===== src/rtl/lut_m_pkg.sv =====
// -----------------------------------------------------------------------------
// lut_m_pkg
// Shared definitions for the memory-mode LUT configuration loader.
//   lut_m_state_e : loader FSM states (IDLE, SHIFT, COMMIT)
//   LUT_M_CNT_W   : width of the accepted-bit counter for a given INPUTS.
//                   One extra bit so the counter can represent MEM_SIZE itself.
// -----------------------------------------------------------------------------
package lut_m_pkg;

    typedef enum logic [1:0] {
        IDLE   = 2'd0,
        SHIFT  = 2'd1,
        COMMIT = 2'd2
    } lut_m_state_e;

    function automatic int LUT_M_CNT_W(input int inputs);
        return inputs + 1;
    endfunction

endpackage


===== src/rtl/lut_m_shiftreg.sv =====
// -----------------------------------------------------------------------------
// lut_m_shiftreg
// WIDTH-bit right-shifting register. Each enabled cycle the new bit enters the
// MSB and everything moves one place toward bit 0, so after WIDTH shifts the
// first bit shifted in sits in bit 0.
// Ports:
//   i_clk      : clock, rising edge
//   i_rst_n    : asynchronous active-low reset (register -> 0)
//   i_clr      : synchronous clear (highest priority after reset)
//   i_shift_en : shift one position this cycle
//   i_bit      : bit entering the MSB
//   o_q        : register contents
// -----------------------------------------------------------------------------
module lut_m_shiftreg
    import lut_m_pkg::*;
#(
    parameter int WIDTH = 16
) (
    input  logic             i_clk,
    input  logic             i_rst_n,
    input  logic             i_clr,
    input  logic             i_shift_en,
    input  logic             i_bit,
    output logic [WIDTH-1:0] o_q
);

    logic [WIDTH-1:0] r_q;

    // Shift register state: reset, clear, shift, or hold.
    always_ff @(posedge i_clk or negedge i_rst_n) begin
        if (!i_rst_n) begin
            r_q <= {WIDTH{1'b0}};
        end else if (i_clr) begin
            r_q <= {WIDTH{1'b0}};
        end else if (i_shift_en) begin
            r_q <= {i_bit, r_q[WIDTH-1:1]};
        end else begin
            r_q <= r_q;
        end
    end

    assign o_q = r_q;

endmodule


===== src/rtl/lut_m_loader.sv =====
// -----------------------------------------------------------------------------
// lut_m_loader
// Configuration / write sequencer for one memory-mode LUT.
//   - Bulk load: after load_start, accepts MEM_SIZE serial bits on a
//     valid/ready handshake, then pulses config_en/load_done for one cycle.
//     The first accepted bit lands in config_in[0].
//   - Single-bit writes: accepted only while idle; each accepted request
//     appears on waddr/data_in with write_en high for exactly one cycle.
// Ports:
//   config_clk, config_rst_n : clock and asynchronous active-low reset
//   load_start               : request a bulk load (honoured in IDLE only)
//   bit_in/bit_valid/bit_ready : serial configuration stream
//   wr_valid/wr_addr/wr_data/wr_ready : single-bit write request
//   config_en, config_in     : commit strobe and assembled word to the LUT
//   waddr, data_in, write_en : LUT single-bit write port
//   load_done                : bulk load committed (same cycle as config_en)
// All handshake-facing outputs are registered.
// -----------------------------------------------------------------------------
module lut_m_loader
    import lut_m_pkg::*;
#(
    parameter int INPUTS   = 4,
    parameter int MEM_SIZE = 2 ** INPUTS
) (
    input  logic                config_clk,
    input  logic                config_rst_n,
    input  logic                load_start,
    input  logic                bit_in,
    input  logic                bit_valid,
    output logic                bit_ready,
    input  logic                wr_valid,
    input  logic [INPUTS-1:0]   wr_addr,
    input  logic                wr_data,
    output logic                wr_ready,
    output logic                config_en,
    output logic [MEM_SIZE-1:0] config_in,
    output logic [INPUTS-1:0]   waddr,
    output logic                data_in,
    output logic                write_en,
    output logic                load_done
);

    localparam int CNT_W = LUT_M_CNT_W(INPUTS);

    lut_m_state_e      r_state;
    logic [CNT_W-1:0]  r_cnt;
    logic              r_bit_ready;
    logic              r_wr_ready;
    logic              r_config_en;
    logic              r_load_done;
    logic [INPUTS-1:0] r_waddr;
    logic              r_data_in;
    logic              r_write_en;

    logic              w_bit_hs;
    logic              w_wr_hs;
    logic              w_last_bit;
    logic              w_bad_state;
    logic [MEM_SIZE-1:0] w_shift_q;

    // Ready flags are registered and only ever high in the matching state,
    // so the handshakes need no extra state qualification.
    assign w_bit_hs   = bit_valid & r_bit_ready;
    assign w_wr_hs    = wr_valid & r_wr_ready;
    assign w_last_bit = (r_cnt == CNT_W'(MEM_SIZE - 1));

    // A corrupted state encoding means the partial word cannot be trusted;
    // the FSM recovers to IDLE and the shift register is wiped alongside.
    assign w_bad_state = (r_state != IDLE) && (r_state != SHIFT) && (r_state != COMMIT);

    lut_m_shiftreg #(
        .WIDTH (MEM_SIZE)
    ) u_shiftreg (
        .i_clk      (config_clk),
        .i_rst_n    (config_rst_n),
        .i_clr      (w_bad_state),
        .i_shift_en (w_bit_hs),
        .i_bit      (bit_in),
        .o_q        (w_shift_q)
    );

    // Loader FSM with bit counter and registered Moore outputs.
    always_ff @(posedge config_clk or negedge config_rst_n) begin
        if (!config_rst_n) begin
            r_state     <= IDLE;
            r_cnt       <= {CNT_W{1'b0}};
            r_bit_ready <= 1'b0;
            r_wr_ready  <= 1'b0;
            r_config_en <= 1'b0;
            r_load_done <= 1'b0;
        end else begin
            // Commit strobes are single-cycle unless re-asserted below.
            r_config_en <= 1'b0;
            r_load_done <= 1'b0;
            case (r_state)
                IDLE: begin
                    if (load_start) begin
                        r_state     <= SHIFT;
                        r_cnt       <= {CNT_W{1'b0}};
                        r_bit_ready <= 1'b1;
                        r_wr_ready  <= 1'b0;
                    end else begin
                        r_state     <= IDLE;
                        r_bit_ready <= 1'b0;
                        r_wr_ready  <= 1'b1;
                    end
                end
                SHIFT: begin
                    r_wr_ready <= 1'b0;
                    if (w_bit_hs) begin
                        r_cnt <= r_cnt + CNT_W'(1);
                        if (w_last_bit) begin
                            r_state     <= COMMIT;
                            r_bit_ready <= 1'b0;
                            r_config_en <= 1'b1;
                            r_load_done <= 1'b1;
                        end else begin
                            r_state     <= SHIFT;
                            r_bit_ready <= 1'b1;
                        end
                    end else begin
                        r_state     <= SHIFT;
                        r_bit_ready <= 1'b1;
                    end
                end
                COMMIT: begin
                    r_state     <= IDLE;
                    r_bit_ready <= 1'b0;
                    r_wr_ready  <= 1'b1;
                end
                default: begin
                    r_state     <= IDLE;
                    r_cnt       <= {CNT_W{1'b0}};
                    r_bit_ready <= 1'b0;
                    r_wr_ready  <= 1'b0;
                end
            endcase
        end
    end

    // Single-bit write port: capture on handshake, strobe for one cycle.
    always_ff @(posedge config_clk or negedge config_rst_n) begin
        if (!config_rst_n) begin
            r_waddr    <= {INPUTS{1'b0}};
            r_data_in  <= 1'b0;
            r_write_en <= 1'b0;
        end else if (w_wr_hs) begin
            r_waddr    <= wr_addr;
            r_data_in  <= wr_data;
            r_write_en <= 1'b1;
        end else begin
            r_waddr    <= r_waddr;
            r_data_in  <= r_data_in;
            r_write_en <= 1'b0;
        end
    end

    assign bit_ready = r_bit_ready;
    assign wr_ready  = r_wr_ready;
    assign config_en = r_config_en;
    assign load_done = r_load_done;
    assign config_in = w_shift_q;
    assign waddr     = r_waddr;
    assign data_in   = r_data_in;
    assign write_en  = r_write_en;

endmodule


===== config.mk =====
export PLATFORM = sky130hd
export DESIGN_NAME = lut_m_loader
export DESIGN_NICKNAME = d
export VERILOG_FILES = /design/src/rtl/lut_m_pkg.sv /design/src/rtl/lut_m_shiftreg.sv /design/src/rtl/lut_m_loader.sv
export SDC_FILE = /design/constraint.sdc
export NUM_CORES = 1
export LEC_CHECK = 0
export CAP_MARGIN = 0
export CORE_UTILIZATION = 30
export DETAILED_ROUTE_END_ITERATION = 12
export PLACE_DENSITY = 0.5
export SYNTH_ARGS = -nofsm -noshare
export SYNTH_HDL_FRONTEND = slang
export SYNTH_SLANG_ARGS = --single-unit

===== constraint.sdc =====
create_clock -name config_clk -period 1.5 [get_ports config_clk]
set_clock_uncertainty 0.05 [all_clocks]
set_input_delay 0.225 -clock config_clk [delete_from_list [all_inputs] [get_ports config_clk]]
set_output_delay 0.225 -clock config_clk [all_outputs]
set_load 0.005 [all_outputs]

==> results by group, run 1 <==
Routing
  • Number of vias in the routed layout: 1126
  • DRT Pass-1 Iters: 4
  • Detailed Route WL: around 3200 um
  • Highest metal layer with signal wires: met4
  • Met3 wire len: just over 200 um
  • Vias/cell: about 4.7
  • Met1 Wirelength: between 1000 and 1500 um
  • Starting DRT DRC Count: 32
  • DRC: 0
  • Number of nets with antenna violations after detailed routing: 0
  • Routed met2 length: 1550 um
  • Routed len/inst: between 10 and 15 um

Clocking
  • CTS tree: built
  • Number of H-tree levels: 2
  • Clock Pin Slew Worst Setup and Hold Paths: ~0.060 ns
  • Clk_lat worst skew: about 0.28 ns
  • CTS Root Buffer Type: clkbuf_8
  • Quantity of hold-fixing buffers added after cts: 0
  • Clock net sink count: 31
  • TritonCTS Buffers: 5
  • Max clock buf depth: 2

Global route
  • Pin count of the biggest net entering global routing: 32
  • Overall overflow remaining after global route: 0
  • Number of antenna violations at the first check in global routing: 0
  • Global-route wire length before repair: 5370 um
  • Number of global-route vias before repair: approximately 1200
  • Global-route usage over all layers: between 10 and 15%

Place
  • Detailed placer's ending HPWL: 2180 um
  • Pre-CTS setup slack: -0.117 ns
  • Gpl congestion: around 0.85
  • Number of I/O port buffers: 36
  • Number of placed instances, taps included: approximately 230

STA
  • Worst Max-Slew Pin Slew: 0.268 ns
  • Tmin final: about 1.5 ns
  • Maximum clock frequency: around 700 MHz
  • Final-report max-slew violation count: 0
  • Final Cycle Share: a little over nine tenths
  • Relative slew margins: slightly above 80%
  • Number of hold violations in the final report: 0
  • Slack of the critical path: approximately 0.039 ns
  • Setup repair after global routing missed its margin: true
  • Worst Hold Margin: around 0.27 ns
  • Setup violation total in the final timing report: 0

Synth
  • Count of different cell masters after synthesis: 28
  • Synth Register Bits: 31
  • Gate count of the mapped netlist: between 100 and 150
  • Post-synth EDFFs: 0
  • Post-synthesis sequential area ratio: between 50% and 60%
  • Synthesis Warnings: 0
  • Synth Flop Type: dfrtp_1
  • Share of async-settable or async-resettable flops after synthesis: 100%
  • Synthesized Nets: between 100 and 150
  • Mapped Area: about 1500 um2
  • Syn Area/Cell: roughly 12 um2

Floorplanning
  • Cell row count: 25
  • Top-Level Pins: 37
  • Y dimension of the die: 72.4 um
  • Area inside the core boundary: about 4800 um2
  • Die Wd: just over 70 um
  • Starting density of the core: around 31%
  • Full die area: 5240 um2

Power and ir drop
  • Worst supply voltage drop on vdd: between 0.0006 and 0.0007 V
  • Power per Cell Area: 1830 nW/um2
  • Leak: 0.000895 uW

Cells and area
  • Post-layout instance count excluding filler cells: between 200 and 250
  • Signed area change from the synthesized netlist to the final layout: 38.2%
  • Antenna diode instance count: 0
  • Layout cells sized above 1: between 20 and 25%
  • Number of filler cells placed in the layout: slightly below 500
  • Final layout net count: around 190

Worst setup path
  • CP top delay family: buffers and inverters
  • Critical path fanouts, max: 3
  • CP Capture Type: primary output
  • WS Path Type: reg2out
  • Buffer and inverter count on the worst path: 1
  • Element type at the critical path start: flip-flop
  • Critical-path cell with the highest stage delay: clkdlybuf4s50_1
  • Crit path from: u_shiftreg.o_q[10]$_DFFE_PN0P_
  • Arrival @ worst endpoint: around 1.2 ns
  • Critical path data required time: 1.22 ns
  • Critical R2R Launch: r_cnt[0]$_DFFE_PN0P_
  • Maximum cell stage delay along the critical path: about 0.52 ns
  • Crit path cell chain: clkdlybuf4s50_1

Worst hold path
  • Path type of the worst min-delay path: in2async

Run
  • Max-cap violation count: 0

Run status
  • Outcome: finished, final reports clean
-- sequential cells by signal, summed over array words and instances, names as in the netlist --
register,count
u_shiftreg.o_q,16
data_in,1
waddr,4
r_state,2
wr_ready,1
write_en,1
load_done,1
r_cnt,5
-- worst paths after layout --
path / to / slack, ns / cells after the start
max in group asynchronous: r_state[0]$_DFF_PN0_ / 0.96 / 2
worst min register to register: r_state[0]$_DFF_PN0_ / 0.43 / 1
min in group config_clk: r_state[0]$_DFF_PN0_ / 0.43 / 1
worst max-delay path: config_in[10] / 0.04 / 1
worst max register to register: r_cnt[4]$_DFFE_PN0P_ / 0.06 / 6
worst min-delay path: waddr[1]$_DFFE_PN0P_ / 0.27 / 2
-- through the flow --
step / area, um2 / total power (uW) / utilization, % / TNS [ns]
after floorplan: 1490 / 2270 / - / 0
after global placement: 1930 / 3010 / 40.6 / -1.03
after detailed placement: 1930 / 3070 / 40.6 / -1.47
after CTS: 2020 / 3740 / 42.5 / 0
after global routing: 2050 / 4020 / 43.2 / -0.0130
final: 2050 / 3750 / 43.2 / 0
-- kinds of logic after synthesis --
group	Yosys count	synth area share (%)
buffers and inverters	30	10.1
muxes	6	4.46
xor gates and xnor gates	2	1.18
AOI/OAI and AO/OA	40	24.3
DFF	31	52.2
and+or+nand+nor	16	6.07
adders and majority gates	2	1.68
-- metal layers --
metal  track usage (%)  up-vias
met1              15.9      538
met3              3.75       10
met2              22.2       43
met4              8.06        0
li1                  -      535
met5                 0        -
-- where the power goes --
part / switching [uW] / leakage, uW / internal [uW]
Clock: 297 / 0.0000422 / 325
Sequential: 251 / 0.000396 / 1180
Combinational: 640 / 0.000457 / 1060
-- cell type report --
cell class	count	area [um2]	share of cell area (%)
Tap cell	67	83.8	4.08
Multi-Input combinational cell	66	567	27.6
Clock buffer	7	76.3	3.72
Inverter	19	71.3	3.47
Clock inverter	1	5.00	0.244
Timing Repair Buffer	49	473	23.0
Sequential cell	31	777	37.8
-- cells in the final DEF, fill, tap and decap left out, types with 2 or more instances in the layout --
cell type and n:
nor2_1 3, mux2_2 5, o2bb2ai_1 2, clkdlybuf4s50_1 35
buf_4 12, dfrtp_1 30, nand2_1 6, a2bb2oi_1 6
clkbuf_1 2, a2bb2oi_2 10, clkbuf_8 5, inv_1 19
o22ai_1 18
-- cells in the mapped netlist (2+ instances only) --
library cell  number  share of area [%]
clkbuf_1           2               0.51
o22ai_1           18                7.6
buf_2              3                1.0
a2bb2oi_2         10                 10
nand2_1            6                1.5
buf_4              3                1.5
inv_1             19                4.8
mux2_2             5                3.8
nor2_1             3               0.76
buf_6              3                2.3
a2bb2oi_1          6                3.5
ha_1               2                1.7
o2bb2ai_1          2                1.2
dfrtp_1           31                 52
-- repair_timing --
action | in CTS | in global routing
gates resized for setup | 1 | 3
endpoints found under the hold margin | 0 | 0
setup endpoints to repair | 1 | 5
setup buffers | 1 | 3
cloned | 0 | 0
pin swaps | 0 | 1
(Power assumes the default switching activity.)
==> run 2: changes to the inputs <==
Settings changed: ABC_CLOCK_PERIOD_IN_PS set to 1500.
==> results of run 2 <==
Same layout as run 1: the final DEF is identical, and so are final timing and power.
==> run 3: changes to the inputs <==
Settings changed: ABC_AREA set to 1, PLACE_DENSITY 0.5 to 0.52.
==> run 3 against run 2 <==
  * Cell count shrank 0.42%
  * Worst hold slack gained 0.020 ns
  * Fmax grew 1.4%
  * Largest power group is now registers
  * First-iteration DRC count grew 91%
  * Core utilization grew 2.2 points
  * Via count shrank 3.6%
==> results by group, run 3 <==
Clocking
  • Clk_lat worst skew: 0.28 ns (about the same)
  • Number of H-tree levels: 2 (unchanged)
  • CTS Root Buffer Type: clkbuf_8 (unchanged)
  • Max clock buf depth: 2 (unchanged)
  • TritonCTS Buffers: 5 (unchanged)
  • Clock net sink count: 31 (unchanged)
  • CTS tree: built (unchanged)
  • Quantity of hold-fixing buffers added after cts: 0 (unchanged)
  • Clock Pin Slew Worst Setup and Hold Paths: 0.06 ns (about the same)

Routing
  • Number of vias in the routed layout: 1086 (was 1126)
  • Vias/cell: 4.54 (was 4.69)
  • Number of nets with antenna violations after detailed routing: 0 (unchanged)
  • Starting DRT DRC Count: 61 (was 32)
  • DRC: 0 (unchanged)
  • Detailed Route WL: 2850 um (was 3230 um)
  • DRT Pass-1 Iters: 4 (unchanged)
  • Routed len/inst: 11.9 um (was 13.5 um)

Synth
  • Post-synth EDFFs: 0 (unchanged)
  • Synthesized Nets: 156 (was 140)
  • Mapped Area: 1290 um2 (was 1490 um2)
  • Synthesis Warnings: 0 (unchanged)
  • Share of async-settable or async-resettable flops after synthesis: 100% (unchanged)
  • Synth Flop Type: dfrtp_1 (unchanged)
  • Leading post-synthesis cells by cell area: dfrtp_1, nand2_1, nand3_1 (was dfrtp_1, a2bb2oi_2, o22ai_1)
  • Syn Area/Cell: 9.01 um2 (was 11.7 um2)
  • Gate count of the mapped netlist: 143 (was 127)
  • Count of different cell masters after synthesis: 16 (was 28)
  • Area share of the largest cell type after synthesis: 60.2% (was 52.2%)
  • Count leader, synth: nand2_1 (was dfrtp_1)
  • Synth Register Bits: 31 (unchanged)
  • Post-synthesis sequential area ratio: 60.2% (was 52.2%)
  • Top cell type by total area after synthesis: dfrtp_1 (unchanged)
  • Most used standard cells in the synthesized netlist: nand2_1, dfrtp_1, nand3_1, inv_1 (was dfrtp_1, inv_1, o22ai_1, a2bb2oi_2)

Global route
  • Pin count of the biggest net entering global routing: 32 (unchanged)
  • Number of global-route vias before repair: 1049 (was 1205)
  • Overall overflow remaining after global route: 0 (unchanged)
  • Number of antenna violations at the first check in global routing: 0 (unchanged)
  • Global-route usage over all layers: 15.2% (was 13.6%)
  • Global-route wire length before repair: 4970 um (was 5370 um)

Worst setup path
  • Critical-path cell with the highest stage delay: clkdlybuf4s50_1 (unchanged)
  • WS Path Type: reg2out (unchanged)
  • CP top delay family: buffers and inverters (unchanged)
  • Element type at the critical path start: flip-flop (unchanged)
  • Maximum cell stage delay along the critical path: 0.51 ns (was 0.52 ns)
  • CP Capture Type: primary output (unchanged)
  • Crit path capture: config_in[11] (was config_in[10])
  • R2r setup slk: 0.15 ns (was 0.06 ns)
  • Worst reg2reg path depth: 5 (was 6)
  • Worst R2R End: r_cnt[4]$_DFFE_PN0P_ (unchanged)
  • Arrival @ worst endpoint: 1.17 ns (was 1.19 ns)
  • Path length in cells of the critical path: 1 (unchanged)
  • Critical path data required time: 1.22 ns (about the same)
  • Critical R2R Launch: r_cnt[0]$_DFFE_PN0P_ (unchanged)
  • Buffer and inverter count on the worst path: 1 (unchanged)
  • Crit path from: u_shiftreg.o_q[11]$_DFFE_PN0P_ (was u_shiftreg.o_q[10]$_DFFE_PN0P_)
  • Crit path cell chain: clkdlybuf4s50_1 (unchanged)
  • Critical path fanouts, max: 3 (unchanged)

Power and ir drop
  • Leak: 0.000969 uW (was 0.000895 uW)
  • Sequential share of power: 44.1% (was 38.1%)
  • Total power after layout: 2930 uW (was 3750 uW)
  • Portion of total power attributed to the clock network: 23.9% (was 16.6%)
  • Power per Cell Area: 1590 nW/um2 (was 1830 nW/um2)
  • Internal power: 2080 uW (was 2560 uW)
  • Combinational cell fraction of total power: 32.0% (was 45.3%)
  • Worst supply voltage drop on vdd: 0.000731 V (was 0.000689 V)
  • Psw: 858 uW (was 1190 uW)
  • Fraction of power spent switching nets: 29.2% (was 31.7%)

STA
  • Number of hold violations in the final report: 0 (unchanged)
  • Tmin final: 1.44 ns (was 1.46 ns)
  • Final Cycle Share: 96.1% (was 97.4%)
  • Maximum clock frequency: 694 MHz (was 684 MHz)
  • Setup repair after global routing missed its margin: false (was true)
  • Final-report max-slew violation count: 0 (unchanged)
  • Post-Route Setup TNS: 0 ns (unchanged)
  • Setup violation total in the final timing report: 0 (unchanged)
  • Worst Hold Margin: 0.288 ns (was 0.268 ns)
  • Relative slew margins: 73.4% (was 82.1%)
  • Worst Max-Slew Pin Slew: 0.399 ns (was 0.268 ns)

Cells and area
  • Highest-count cells in the layout ignoring fill and taps: nand2_1, clkdlybuf4s50_1, dfrtp_1, nand3_1, inv_1 (was clkdlybuf4s50_1, dfrtp_1, inv_1, o22ai_1, buf_4)
  • Final layout net count: 201 (was 185)
  • Antenna diode instance count: 0 (unchanged)
  • Seq. cell area: 777 um2 (unchanged)
  • Signed area change from the synthesized netlist to the final layout: 43.0% (was 38.2%)
  • Layout cells sized above 1: 10.1% (was 23.1%)
  • Most common cell after layout, fill and taps aside: nand2_1 (was clkdlybuf4s50_1)
  • Total non-filler cell area in the finished layout: 1840 um2 (was 2050 um2)
  • Combined area of the multi-input logic cells: 419 um2 (was 567 um2)
  • Post-layout instance count excluding filler cells: 239 (was 240)
  • Flip-flop count of the largest register after layout: 16 (unchanged)
  • Number of filler cells placed in the layout: 410 (was 493)

Run
  • Max-cap violation count: 0 (unchanged)

Floorplanning
  • Area inside the core boundary: 4060 um2 (was 4750 um2)
  • Cell row count: 23 (was 25)
  • Y dimension of the die: 67.5 um (was 72.4 um)
  • Die Wd: 67.5 um (was 72.4 um)
  • Top-Level Pins: 37 (unchanged)
  • Starting density of the core: 31.8% (was 31.2%)
  • Full die area: 4560 um2 (was 5240 um2)

Worst hold path
  • Path type of the worst min-delay path: in2async (unchanged)

Place
  • Number of placed instances, taps included: 228 (unchanged)
  • Number of I/O port buffers: 36 (unchanged)
  • Gpl congestion: 0.748 (was 0.846)
  • Detailed placer's ending HPWL: 2070 um (was 2180 um)
  • Placement-stage cell area: 1710 um2 (was 1930 um2)

Run status
  • Outcome: finished, final reports clean (unchanged)
## run 3: changes by cell type after synthesis, moves of 3 or more
cell / before / now
nand3_1: 0 / 24
a2bb2oi_1: 6 / 0
o21ai_0: 1 / 4
a2bb2oi_2: 10 / 0
nand2_1: 6 / 46
mux2_2: 5 / 0
o22ai_1: 18 / 3
inv_1: 19 / 16
buf_6: 3 / 0
## run 3: final cells by class
type,count,area share [%]
sequential,31,42.2
timing repair buffer,43,22.8
multi-input combinational,90,22.7
clock buffer,8,5.43
inverter,17,3.46
tap,50,3.39
## run 3: how the worst min path moves through the flow
stage                         startpoint                            end  slack (ns)  cells after the start
finish                      config_rst_n  u_shiftreg.o_q[5]$_DFFE_PN0P_        0.29                      2
global route                config_rst_n  u_shiftreg.o_q[5]$_DFFE_PN0P_        0.32                      2
detailed placement   data_in$_DFFE_PN0P_            data_in$_DFFE_PN0P_        0.42                      2
global placement    waddr[3]$_DFFE_PN0P_           waddr[3]$_DFFE_PN0P_        0.42                      2
CTS                         config_rst_n            load_done$_DFF_PN0_        0.30                      2
floorplan                   config_rst_n            data_in$_DFFE_PN0P_       -0.12                      0
## run 3: worst register-to-register path: stages, from the launching register on
cell,delay (ns)
dfrtp_1,0.42
ha_1,0.24
nand2_1,0.09
nor2_1,0.05
ha_1,0.26
o21ai_0,0.17
## run 3: cell families after synthesis
kind of cell / Yosys count / synth area share, %
compound gates: 10 / 4.37
buf+inv: 22 / 7.28
flops: 31 / 60.2
fa+ha+maj: 2 / 1.94
simple gates: 78 / 26.2
## run 3: timing repair
item,in CTS,in global routing
setup endpoints to repair,1,5
setup buffers,0,3
resized for setup,1,3
## run 3: per-layer routing
layer	global-route usage, %	wire, um	vias up
met5	0	0	-
met4	7.98	58	0
met3	4.56	106	5
met2	23.6	1370	20
met1	19.0	1310	519
li1	-	-	542
## run 3: power by group through the flow
stage | registers, uW | clock network [uW] | logic [uW]
2_1_floorplan | 1300 | 0 | 358
3_3_place_gp | 1310 | 0 | 889
3_5_place_dp | 1310 | 0 | 922
4_1_cts | 1300 | 730 | 923
5_1_grt | 1330 | 772 | 1070
6_report | 1290 | 702 | 939
## run 3: per-stage QoR
stage	worst slack, ns	util, %
after floorplan	0.269	-
after global placement	0.0688	42.2
after detailed placement	0.0309	42.2
after CTS	0.0107	44.7
after global routing	0.00836	45.4
final	0.0587	45.4
